==> src/rtl/way_encoder_pkg.sv <==
// way_encoder_pkg: cache geometry constants and the encoded-result entry type
// shared by the way encoder and its priority-encoder sub-module.
package way_encoder_pkg;

    // Default and maximum cache associativity.
    localparam int WAYS_DEF  = 4;
    localparam int WAYS_MAX  = 16;

    // Encoded index widths: default geometry and the widest supported geometry.
    localparam int IDX_W_DEF = $clog2(WAYS_DEF);
    localparam int IDX_MAX_W = $clog2(WAYS_MAX);

    // Default statistics counter width.
    localparam int CNT_W_DEF = 16;

    // Output buffer depth (head + skid).
    localparam int BUF_DEPTH = 2;

    // One buffer entry. The index field is sized for the widest geometry;
    // narrower configurations zero-extend and only expose the low bits.
    typedef struct packed {
        logic [IDX_MAX_W-1:0] idx;
        logic                 hit;
        logic                 multi;
    } enc_t;

endpackage

==> src/rtl/way_encoder_prienc.sv <==
// onehot_prienc: purely combinational LSB-priority encoder for a per-way hit
// vector. Produces the lowest hitting way index, an any-hit flag and a
// more-than-one-hit flag. An all-zero vector encodes as idx=0, hit=0, multi=0.
module onehot_prienc
    import way_encoder_pkg::*;
#(
    parameter int WAYS = WAYS_DEF
) (
    input  logic [WAYS-1:0] hit_vec_i,
    output enc_t            enc_o
);

    logic [IDX_MAX_W-1:0] idx_d;
    logic                 found_d;
    logic                 multi_d;

    // Scan from way 0 upward: the first set bit wins, any later set bit flags a multi-hit.
    always_comb begin
        idx_d   = '0;
        found_d = 1'b0;
        multi_d = 1'b0;
        for (int i = 0; i < WAYS; i++) begin
            if (hit_vec_i[i]) begin
                if (found_d) begin
                    multi_d = 1'b1;
                end else begin
                    idx_d   = IDX_MAX_W'(i);
                    found_d = 1'b1;
                end
            end
        end
    end

    assign enc_o.idx   = idx_d;
    assign enc_o.hit   = found_d;
    assign enc_o.multi = multi_d;

endmodule

==> src/rtl/way_encoder.sv <==
// way_encoder: encodes a one-hot cache hit vector into a binary way index plus
// hit / multi-hit flags, behind valid/ready handshakes with a 2-entry
// (head + skid) output buffer.
// Optional feature macro: WAYENC_STATS_EN enables saturating hit/miss
// counters; without it hitCount/missCount are tied to 0 and no counter flops exist.
module way_encoder
    import way_encoder_pkg::*;
#(
    parameter  int WAYS  = WAYS_DEF,
    parameter  int CNT_W = CNT_W_DEF,
    localparam int IDX_W = $clog2(WAYS)
) (
    input  logic              clk,
    input  logic              rst_n,
    input  logic [WAYS-1:0]   hitIn,
    input  logic              inValid,
    output logic              inReady,
    output logic [IDX_W-1:0]  encOut,
    output logic              hitOut,
    output logic              multiHit,
    output logic              outValid,
    input  logic              outReady,
    output logic [CNT_W-1:0]  hitCount,
    output logic [CNT_W-1:0]  missCount
);

    localparam logic [1:0] FULL_CNT = 2'(BUF_DEPTH);

    enc_t       enc_new;
    enc_t       head_q, head_d;
    enc_t       skid_q, skid_d;
    logic [1:0] count_q, count_d;
    logic       accept;
    logic       pop;

    onehot_prienc #(
        .WAYS (WAYS)
    ) u_prienc (
        .hit_vec_i (hitIn),
        .enc_o     (enc_new)
    );

    assign inReady  = (count_q < FULL_CNT);
    assign outValid = (count_q != 2'd0);
    assign accept   = inValid && inReady;
    assign pop      = outValid && outReady;

    // Buffer next state: head always holds the oldest entry, skid the second.
    always_comb begin
        head_d  = head_q;
        skid_d  = skid_q;
        count_d = count_q;
        case (count_q)
            2'd0: begin
                if (accept) begin
                    head_d  = enc_new;
                    count_d = 2'd1;
                end
            end
            2'd1: begin
                if (accept && pop) begin
                    head_d = enc_new;
                end else if (accept) begin
                    skid_d  = enc_new;
                    count_d = 2'd2;
                end else if (pop) begin
                    count_d = 2'd0;
                end
            end
            default: begin
                // Full: no accept is possible here since inReady is low.
                if (pop) begin
                    head_d  = skid_q;
                    count_d = 2'd1;
                end
            end
        endcase
    end

    // Buffer registers; reset discards all entries and zeroes the head outputs.
    always_ff @(posedge clk or negedge rst_n) begin
        if (!rst_n) begin
            head_q  <= '0;
            skid_q  <= '0;
            count_q <= 2'd0;
        end else begin
            head_q  <= head_d;
            skid_q  <= skid_d;
            count_q <= count_d;
        end
    end

    assign encOut   = head_q.idx[IDX_W-1:0];
    assign hitOut   = head_q.hit;
    assign multiHit = head_q.multi;

    // Index bits above IDX_W are always zero for narrower geometries.
    logic unused_idx_hi;
    assign unused_idx_hi = ^head_q.idx;

`ifdef WAYENC_STATS_EN
    logic [CNT_W-1:0] hit_cnt_q, hit_cnt_d;
    logic [CNT_W-1:0] miss_cnt_q, miss_cnt_d;

    function automatic logic [CNT_W-1:0] sat_inc(input logic [CNT_W-1:0] v);
        return (&v) ? v : v + CNT_W'(1);
    endfunction

    // Count each accepted lookup as a hit or a miss, saturating at all-ones.
    always_comb begin
        hit_cnt_d  = hit_cnt_q;
        miss_cnt_d = miss_cnt_q;
        if (accept) begin
            if (enc_new.hit) begin
                hit_cnt_d = sat_inc(hit_cnt_q);
            end else begin
                miss_cnt_d = sat_inc(miss_cnt_q);
            end
        end
    end

    // Statistics registers, cleared by reset.
    always_ff @(posedge clk or negedge rst_n) begin
        if (!rst_n) begin
            hit_cnt_q  <= '0;
            miss_cnt_q <= '0;
        end else begin
            hit_cnt_q  <= hit_cnt_d;
            miss_cnt_q <= miss_cnt_d;
        end
    end

    assign hitCount  = hit_cnt_q;
    assign missCount = miss_cnt_q;
`else
    assign hitCount  = '0;
    assign missCount = '0;
`endif

endmodule

==> config.mk <==
export PLATFORM = sky130hd
export DESIGN_NAME = way_encoder
export DESIGN_NICKNAME = d
export VERILOG_FILES = /design/src/rtl/way_encoder_pkg.sv /design/src/rtl/way_encoder_prienc.sv /design/src/rtl/way_encoder.sv
export SDC_FILE = /design/constraint.sdc
export NUM_CORES = 1
export LEC_CHECK = 0
export CELL_PAD_IN_SITES_DETAIL_PLACEMENT = 1
export CELL_PAD_IN_SITES_GLOBAL_PLACEMENT = 2
export CORE_ASPECT_RATIO = 0.7
export CORE_UTILIZATION = 20
export DETAILED_ROUTE_END_ITERATION = 12
export GPL_ROUTABILITY_DRIVEN = 0
export PLACE_DENSITY_LB_ADDON = 0.1
export SLEW_MARGIN = 20
export SYNTH_ARGS = -nofsm -noshare
export SYNTH_HDL_FRONTEND = slang
export SYNTH_SLANG_ARGS = --single-unit
==> constraint.sdc <==
create_clock -name clk -period 1.7 [get_ports clk]
set_clock_uncertainty 0.15 [all_clocks]
set_input_delay 0.425 -clock clk [delete_from_list [all_inputs] [get_ports clk]]
set_output_delay 0.425 -clock clk [all_outputs]
set_load 0.01 [all_outputs]
; Yosys cells after proc, flatten, opt, wreduce, memory -nomap -nowiden
; Index checks and enable logic that the tools add are counted.
[totals]
word_cells = 49
register_bits = 10
[op_classes]
order_cmp = 1
n_reduce_logical = 9
n_eq_ne = 5
n_mux = 26
bitwise = 1
[ops]
columns = cell, n
row1 = $mux W2, 9
row2 = $mux W1, 12
row3 = $mux W4, 3
row4 = $pmux W4 S2, 1
row5 = $ne A2 B2 Y1 const B, 3
row6 = $reduce_and A3 Y1, 2
row7 = $pmux W2 S2, 1
row8 = $reduce_and A4 Y1, 1
row9 = $logic_and A1 B1 Y1, 3
row10 = $ne A3 B3 Y1 const B, 1
row11 = $reduce_bool A3 Y1, 1
row12 = $eq A2 B1 Y1 const B, 1
row13 = $logic_not A2 Y1, 1
row14 = $lt A2 B2 Y1 const B, 1
row15 = $reduce_bool A2 Y1, 1
row16 = $not A1 Y1, 1

; Depth between registers and ports, before layout
; Gate-level depths: netlist of the first run.
[depth]
word_depth = 9
depth_mapped = 4

; Hierarchy
; A second synthesis of the first run with hierarchy kept.
[hier_totals]
hier_cells = 82
area_unflattened_um2 = 818.3
[modules_own_cells]
columns = mod, cells_per_inst, area_per_inst_um2, instances, seq_area_each_um2
row1 = way_encoder, 67, 737.0, 1, 250.2
row2 = onehot_prienc, 15, 81.3, 1, 0.0

; Least setup slack after synthesis of the first run
; No wires, ideal clock.
[synth_path]
kind = in2reg
startpoint = in hitIn[2]
endpoint = reg head_q (netlist bit hitOut)
setup_ps = 125
arrival_ps = 1011
slack_ps = 414
path_stages = 3
required_ps = 1425
cell_sequence = nor4_2 -> o21ai_1 -> mux2_2
[synth_via]
elab_chain_len = 4
word_cells_on_any_way = 5
[synth_lines]
columns = item, line
row1 = from (decl), way_encoder.sv:15  ; input logic [WAYS-1:0] hitIn,
row2 = $mux W1 (*) (2 in series), way_encoder_prienc.sv:23  ; if (hit_vec_i[i]) begin
row3 = "$mux W4, on equally long branches", "way_encoder.sv:61, way_encoder.sv:55"
row4 = $pmux W4 S2 (*), way_encoder.sv:53  ; case (count_q)
row5 = to (signal assigned), way_encoder.sv:83  ; head_q <= '0;
row6 = to (signal assigned), way_encoder.sv:87  ; head_q <= head_d;
row7 = to (decl), way_encoder.sv:30  ; enc_t head_q, head_d;
; Every way passes the cells marked *; elsewhere a longest branch is shown, timed or not. The select of a mux whose other input is x is not followed.
; A chain may end at the register's enable or synchronous reset.

; Final worst setup path of the first run
[layout_path]
startpoint = reg count_q[1]
endpoint = out outValid
[layout_via]
elab_chain_len = 1
[layout_lines]
columns = item, line
row1 = from (decl), way_encoder.sv:32  ; logic [1:0] count_q, count_d;
row2 = from (signal assigned), way_encoder.sv:89  ; count_q <= count_d;
row3 = $reduce_bool A2 Y1, way_encoder.sv:44  ; assign outValid = (count_q != 2'd0);
row4 = to (decl), way_encoder.sv:21  ; output logic outValid,
; Every way passes these cells.

==> out/results.ini, run 1 <==
[finish]
antennaDiodeCount = 0
fin_nets = 125
final_core_util = 0.283
drive_gt1_frac = 0.278
area_delta_synth_final_pct = 31.2
final_area_sq_um = 1030

[die]
pin_count = 46
start_util = 0.216
die_area_sq_um = 4190
chipHeight_microns = 54.5
die_w_microns = 77.0
core_region_area_sq_um = 3650
row_count = 18

[detailed_routing]
vias = 584
drc_errors = 0
drt-initial-drc-count = 12
vias_per_cell = 3.54
drt.antenna.violating_nets = 0
totalWireLength_microns = 1760
wl_per_cell_microns = 10.7
dr.pass1.iters = 2

[worst_setup_path]
crit_arrival_ps = 1080
required_ps = 1120
path_cells = nor2_2 -> inv_1 -> dlygate4sd2_1
max_stage_delay_ps = 400
worstSetupEndpointType = output pin
critical_path.top_delay_family = flip-flops
crit_type = register to output pin
critPathSlowestCell = dfrtp_1
rrSetupSlack_ps = 110
crit_path_max_fanout = 3
path_buf_inv = 2
start_kind = register

[synthesis]
ys_warn_count = 0
syn_area_sq_um = 787
yosys_register_bits = 10
netlist_top_cells_count = buf_4 (33), dfrtp_1 (10), nand2_1 (9), inv_1 (4), mux2_2 (4)
yosysMostFrequentCell = buf_4
ys.flop_type = dfrtp_1
synth-edff-count = 0
synth.distinct_cells = 23
postSynth.asyncResetShare = 1.00
ys_seq_area_frac = 0.318
synth_area_leaders = dfrtp_1 (32%), buf_4 (31%), mux2_2 (5.7%)
yosysTopAreaCell = dfrtp_1
synth_cells = 85
syn-mean-instance-area_sq_um = 9.26
synth.top_cell.area_share = 0.318

[global_route]
grtUsageMet3 = 0.0300
grt_overflow_total = 0
grtUsageMet2 = 0.126
grt-busiest-layer = met2
grt_pass1_wl_microns = 2630
track_usage = 0.0868
use_met1 = 0.123
grt_pass1_vias = 516
antenna_found_initial = 0
grt_start_max_net_pins = 12

[place]
hpwl_microns = 1390
buffer_ports.inserted = 13
placed_cell_area_sq_um = 963

[timing]
min_period_ps = 1660
fmax_ghz = 0.603
setup_violations = 0
slew_violations = 0
hold_viol = 0
final.period_utilization = 0.976
rsz0062_at_grt = no

[power_and_ir_drop]
p_int_mw = 0.624
p_clk_frac = 0.263
power.leakage_nw = 0.550
power_frac_comb = 0.365
p_seq_frac = 0.372
peakVddDrop_uv = 315
p_sw_frac = 0.316
power_switching_mw = 0.289
pwr_density_cell_nw_per_um2 = 884

[clock_network]
cts.sinks = 10
cts.path.max_buffers = 2
cts_buffers = 3
clkTransAtPathRegs_ps = 50
cts_root_buffer = clkbuf_8
clk_latency_ps = 230
htree_levels = 1
cts_hold_buf = 0
cts_tree = done

[status]
status = finished clean

[worst_hold_path]
min_path_type = register to register

[run]
cap_violations = 0

-- metrics by stage --
stage / worst slack [ps] / std cells / TNS, ps / hold slack (ps) / power, mW
after floorplan: 414 / 116 / 0 / -20.6 / 0.560
after global placement: -247 / 161 / -1060 / 314 / 0.689
after detailed placement: -267 / 161 / -1150 / 321 / 0.694
after CTS: 0.979 / 164 / 0 / 333 / 0.936
after global routing: 5.86 / 165 / 0 / 349 / 0.983
final: 41.6 / 165 / 0 / 326 / 0.913
-- cell usage in the layout (no fill, tap or decap), drive strengths merged, types with 2 or more instances in the layout --
| cell | netlist | layout |
|---|---|---|
| o31ai | 2 | 2 |
| a21oi | 2 | 2 |
| inv | 4 | 4 |
| dlymetal6s2s | 0 | 5 |
| o21ai | 4 | 4 |
| a211oi | 2 | 2 |
| conb | 1 | 32 |
| clkdlybuf4s50 | 0 | 4 |
| buf | 34 | 17 |
| clkbuf | 0 | 3 |
| nand2 | 9 | 9 |
| mux2 | 4 | 4 |
| nor2 | 3 | 3 |
| o41ai | 2 | 2 |
| dlygate4sd2 | 0 | 4 |
| dfrtp | 10 | 10 |
-- kinds of logic (layout without fill, tap and decap cells) --
kind of cell	Yosys count	in the layout	share of synthesized area
buffers and inverters	38	37	0.340
flip-flops	10	10	0.318
other	1	32	0.00476
AO/OA/AOI/OAI	16	16	0.172
AND/OR/NAND/NOR	15	15	0.0954
multiplexers	5	5	0.0699
-- routing by layer --
layer	wire length, microns	part of all wire
met1	891	0.51
met2	761	0.43
met3	87	0.049
met4	21	0.012
met5	0	0
-- worst reg2reg max path, stage by stage, from the launching register on --
cell	delay (ps)
dfrtp_1	400
buf_4	190
o22ai_2	240
buf_4	160
mux2_2	320
-- cell type report --
cell class	count	area, sq um
clock buffer	3	41.3
fill	462	2620
inverter	4	15.0
multi-input combinational	68	398
sequential	10	250
tap	50	62.6
timing repair buffer	30	265
-- worst paths after layout --
kind / start / to / cells past startpoint
hold reg to reg: skid_q[3] / skid_q[3] / 2
max in group asynchronous: rst_n / hitOut / 2
min in group asynchronous: rst_n / count_q[0] / 2
setup reg to reg: count_q[1] / multiHit / 4
hold / removal: skid_q[3] / skid_q[3] / 2
setup / recovery: count_q[1] / outValid / 3
-- registers in the layout (all words and copies together) (netlist names) --
register  cells
encOut        2
hitOut        1
count_q       2
multiHit      1
skid_q        4
-- power by group through the flow --
stage          clock network [mW]  logic (mW)  registers, mW
5_1_grt                     0.264       0.371          0.349
3_3_place_gp                    0       0.348          0.341
4_1_cts                     0.255       0.340          0.342
3_5_place_dp                    0       0.351          0.344
2_1_floorplan                   0       0.209          0.350
6_report                    0.240       0.333          0.339
-- what timing repair did --
action,in CTS,in global routing
gates resized for setup,6,6
setup endpoints to repair,5,5
setup buffers,0,1
pin swaps,0,1
Power figures use the tool's default switching activity.
==> inputs of run 2 (changes only) <==
--- a/config.mk
+++ b/config.mk
@@ -9,9 +9,10 @@
 export CELL_PAD_IN_SITES_GLOBAL_PLACEMENT = 2
 export CORE_ASPECT_RATIO = 0.7
 export CORE_UTILIZATION = 20
+export CTS_CLUSTER_DIAMETER = 50
 export DETAILED_ROUTE_END_ITERATION = 12
 export GPL_ROUTABILITY_DRIVEN = 0
-export PLACE_DENSITY_LB_ADDON = 0.1
+export PLACE_DENSITY_LB_ADDON = 0.25
 export SLEW_MARGIN = 20
 export SYNTH_ARGS = -nofsm -noshare
 export SYNTH_HDL_FRONTEND = slang
==> out/results.ini, run 2 (synthesized netlist as in run 1, its figures left out) <==
[finish]
drive_gt1_frac = 0.265  ; was 0.278
layout_commonest_cell = conb_1  ; unchanged
final_core_util = 0.277  ; was 0.283
area_delta_synth_final_pct = 28.6  ; was 31.2%
largest_register_ffs = 4  ; unchanged
regMostFlops = skid_q  ; unchanged
fin_nets = 123  ; was 125
antennaDiodeCount = 0  ; unchanged
final_area_sq_um = 1010  ; was 1030 sq um
final_cell_mix = conb_1 (32), buf_4 (15), dfrtp_1 (10)  ; was conb_1 (32), buf_4 (17), dfrtp_1 (10)

[power_and_ir_drop]
finalPower_mw = 0.909  ; was 0.913 mW
pwr_density_cell_nw_per_um2 = 898  ; was 884 nW/um^2
power.leakage_nw = 0.521  ; was 0.550 nW
peakVddDrop_uv = 337  ; was 315 uV

[worst_setup_path]
worstSetupEndpointType = register  ; was output pin
reg2reg_from = count_q[1]  ; unchanged
crit_path_max_fanout = 4  ; was 3
ff2ff_path_depth = 5  ; was 4
required_ps = 1670  ; was 1120 ps
rrSetupSlack_ps = 140  ; was 110 ps
start_kind = primary input  ; was register
crit_arrival_ps = 1590  ; was 1080 ps
crit_type = primary input to register  ; was register to output pin
r2r-end = hitOut  ; was multiHit

[global_route]
antenna_found_initial = 0  ; unchanged
track_usage = 0.0881  ; was 0.0868
grt_start_max_net_pins = 12  ; unchanged
grt_overflow_total = 0  ; unchanged
grt_pass1_wl_microns = 2680  ; was 2630 microns
grt_pass1_vias = 544  ; was 516

[detailed_routing]
drc_errors = 0  ; unchanged
vias_per_cell = 3.49  ; was 3.54
wl_per_cell_microns = 10.3  ; was 10.7 microns
drt-initial-drc-count = 2  ; was 12
dr.pass1.iters = 2  ; unchanged
totalWireLength_microns = 1670  ; was 1760 microns
drt.antenna.violating_nets = 0  ; unchanged
vias = 569  ; was 584

[timing]
tns_ps = 0  ; unchanged
rsz0062_at_grt = no  ; unchanged
min_period_ps = 1630  ; was 1660 ps
fmax_ghz = 0.614  ; was 0.603 GHz
slew_violations = 0  ; unchanged
hold_viol = 0  ; unchanged
hold_ws_ps = 330  ; was 326 ps
final.period_utilization = 0.958  ; was 0.976
setup_violations = 0  ; unchanged

[die]
die_w_microns = 77.0  ; unchanged
start_util = 0.216  ; unchanged
core_region_area_sq_um = 3650  ; unchanged
die_area_sq_um = 4190  ; unchanged
row_count = 18  ; unchanged
chipHeight_microns = 54.5  ; unchanged
pin_count = 46  ; unchanged

[place]
buffer_ports.inserted = 13  ; unchanged
hpwl_microns = 1350  ; was 1390 microns
placed_cell_area_sq_um = 948  ; was 963 sq um

[clock_network]
cts_hold_buf = 0  ; unchanged
cts.sinks = 10  ; unchanged
cts_root_buffer = clkbuf_8  ; unchanged
clkTransAtPathRegs_ps = 50  ; about the same
clk_latency_ps = 240  ; was 230 ps
htree_levels = 1  ; unchanged
cts_buffers = 3  ; unchanged
cts_tree = done  ; unchanged
cts.path.max_buffers = 2  ; unchanged

[run]
cap_violations = 0  ; unchanged

[worst_hold_path]
min_path_type = primary input to asynchronous set/reset pin  ; was register to register

[status]
status = finished clean  ; unchanged

[run 2: changes by cell type in the layout (fill, tap and decap cells not counted)]
cell and delta:
buf_4 -2, dlymetal6s2s_1 -2, nor2b_2 -1, dlygate4sd2_1 +1, nor4_2 -1, nor2b_1 +1
clkbuf_2 +1, nor4_4 +1
[run 2: power breakdown]
part	total (mW)	leakage, nW	switching (mW)	internal [mW]
Combinational	0.323	0.379	0.168	0.155
Clock	0.248	0.0216	0.0932	0.155
Sequential	0.338	0.121	0.0341	0.304
Total	0.909	0.521	0.296	0.614
[run 2: how the worst max path moves through the flow]
stage               cells past startpoint  startpoint  slack, ps         to
floorplan                               3    hitIn[2]        410     hitOut
global placement                        4    hitIn[1]       -250  encOut[1]
detailed placement                      4    hitIn[1]       -260  encOut[1]
CTS                                     4    hitIn[1]         10     hitOut
global route                            4    hitIn[3]          8   multiHit
finish                                  3     inValid         70     hitOut
[run 2: area by class of cell]
type                       instances  area [sq um]
tap                               50          62.6
fill                             451          2640
timing repair buffer              28           239
inverter                           4          15.0
multi-input combinational         68           404
clock buffer                       3          41.3
sequential                        10           250
[run 2: repair_timing]
action                                  in CTS  in global routing
resized for setup                            8                  6
endpoints found under the setup margin       7                  4
pin swaps                                    1                  2
hold endpoints to repair                     0                  0
buffers inserted                             1                  0
[run 2: through the flow]
stage               worst slack (ps)  std cells
floorplan                        414        116
global placement                -255        159
detailed placement              -264        159
CTS                             10.0        163
global route                    7.60        163
finish                          71.8        163
[run 2: worst max-delay path, cell delays in order]
cell and delay, ps:
clkdlybuf4s50_1 480, o22ai_2 310, mux2_2 380
[run 2: routing by layer]
layer,part of all wire,wire (microns),track usage
met4,0,0,0.0377
met1,0.49,812,0.108
met5,0,0,0
met2,0.43,728,0.134
met3,0.080,134,0.0417
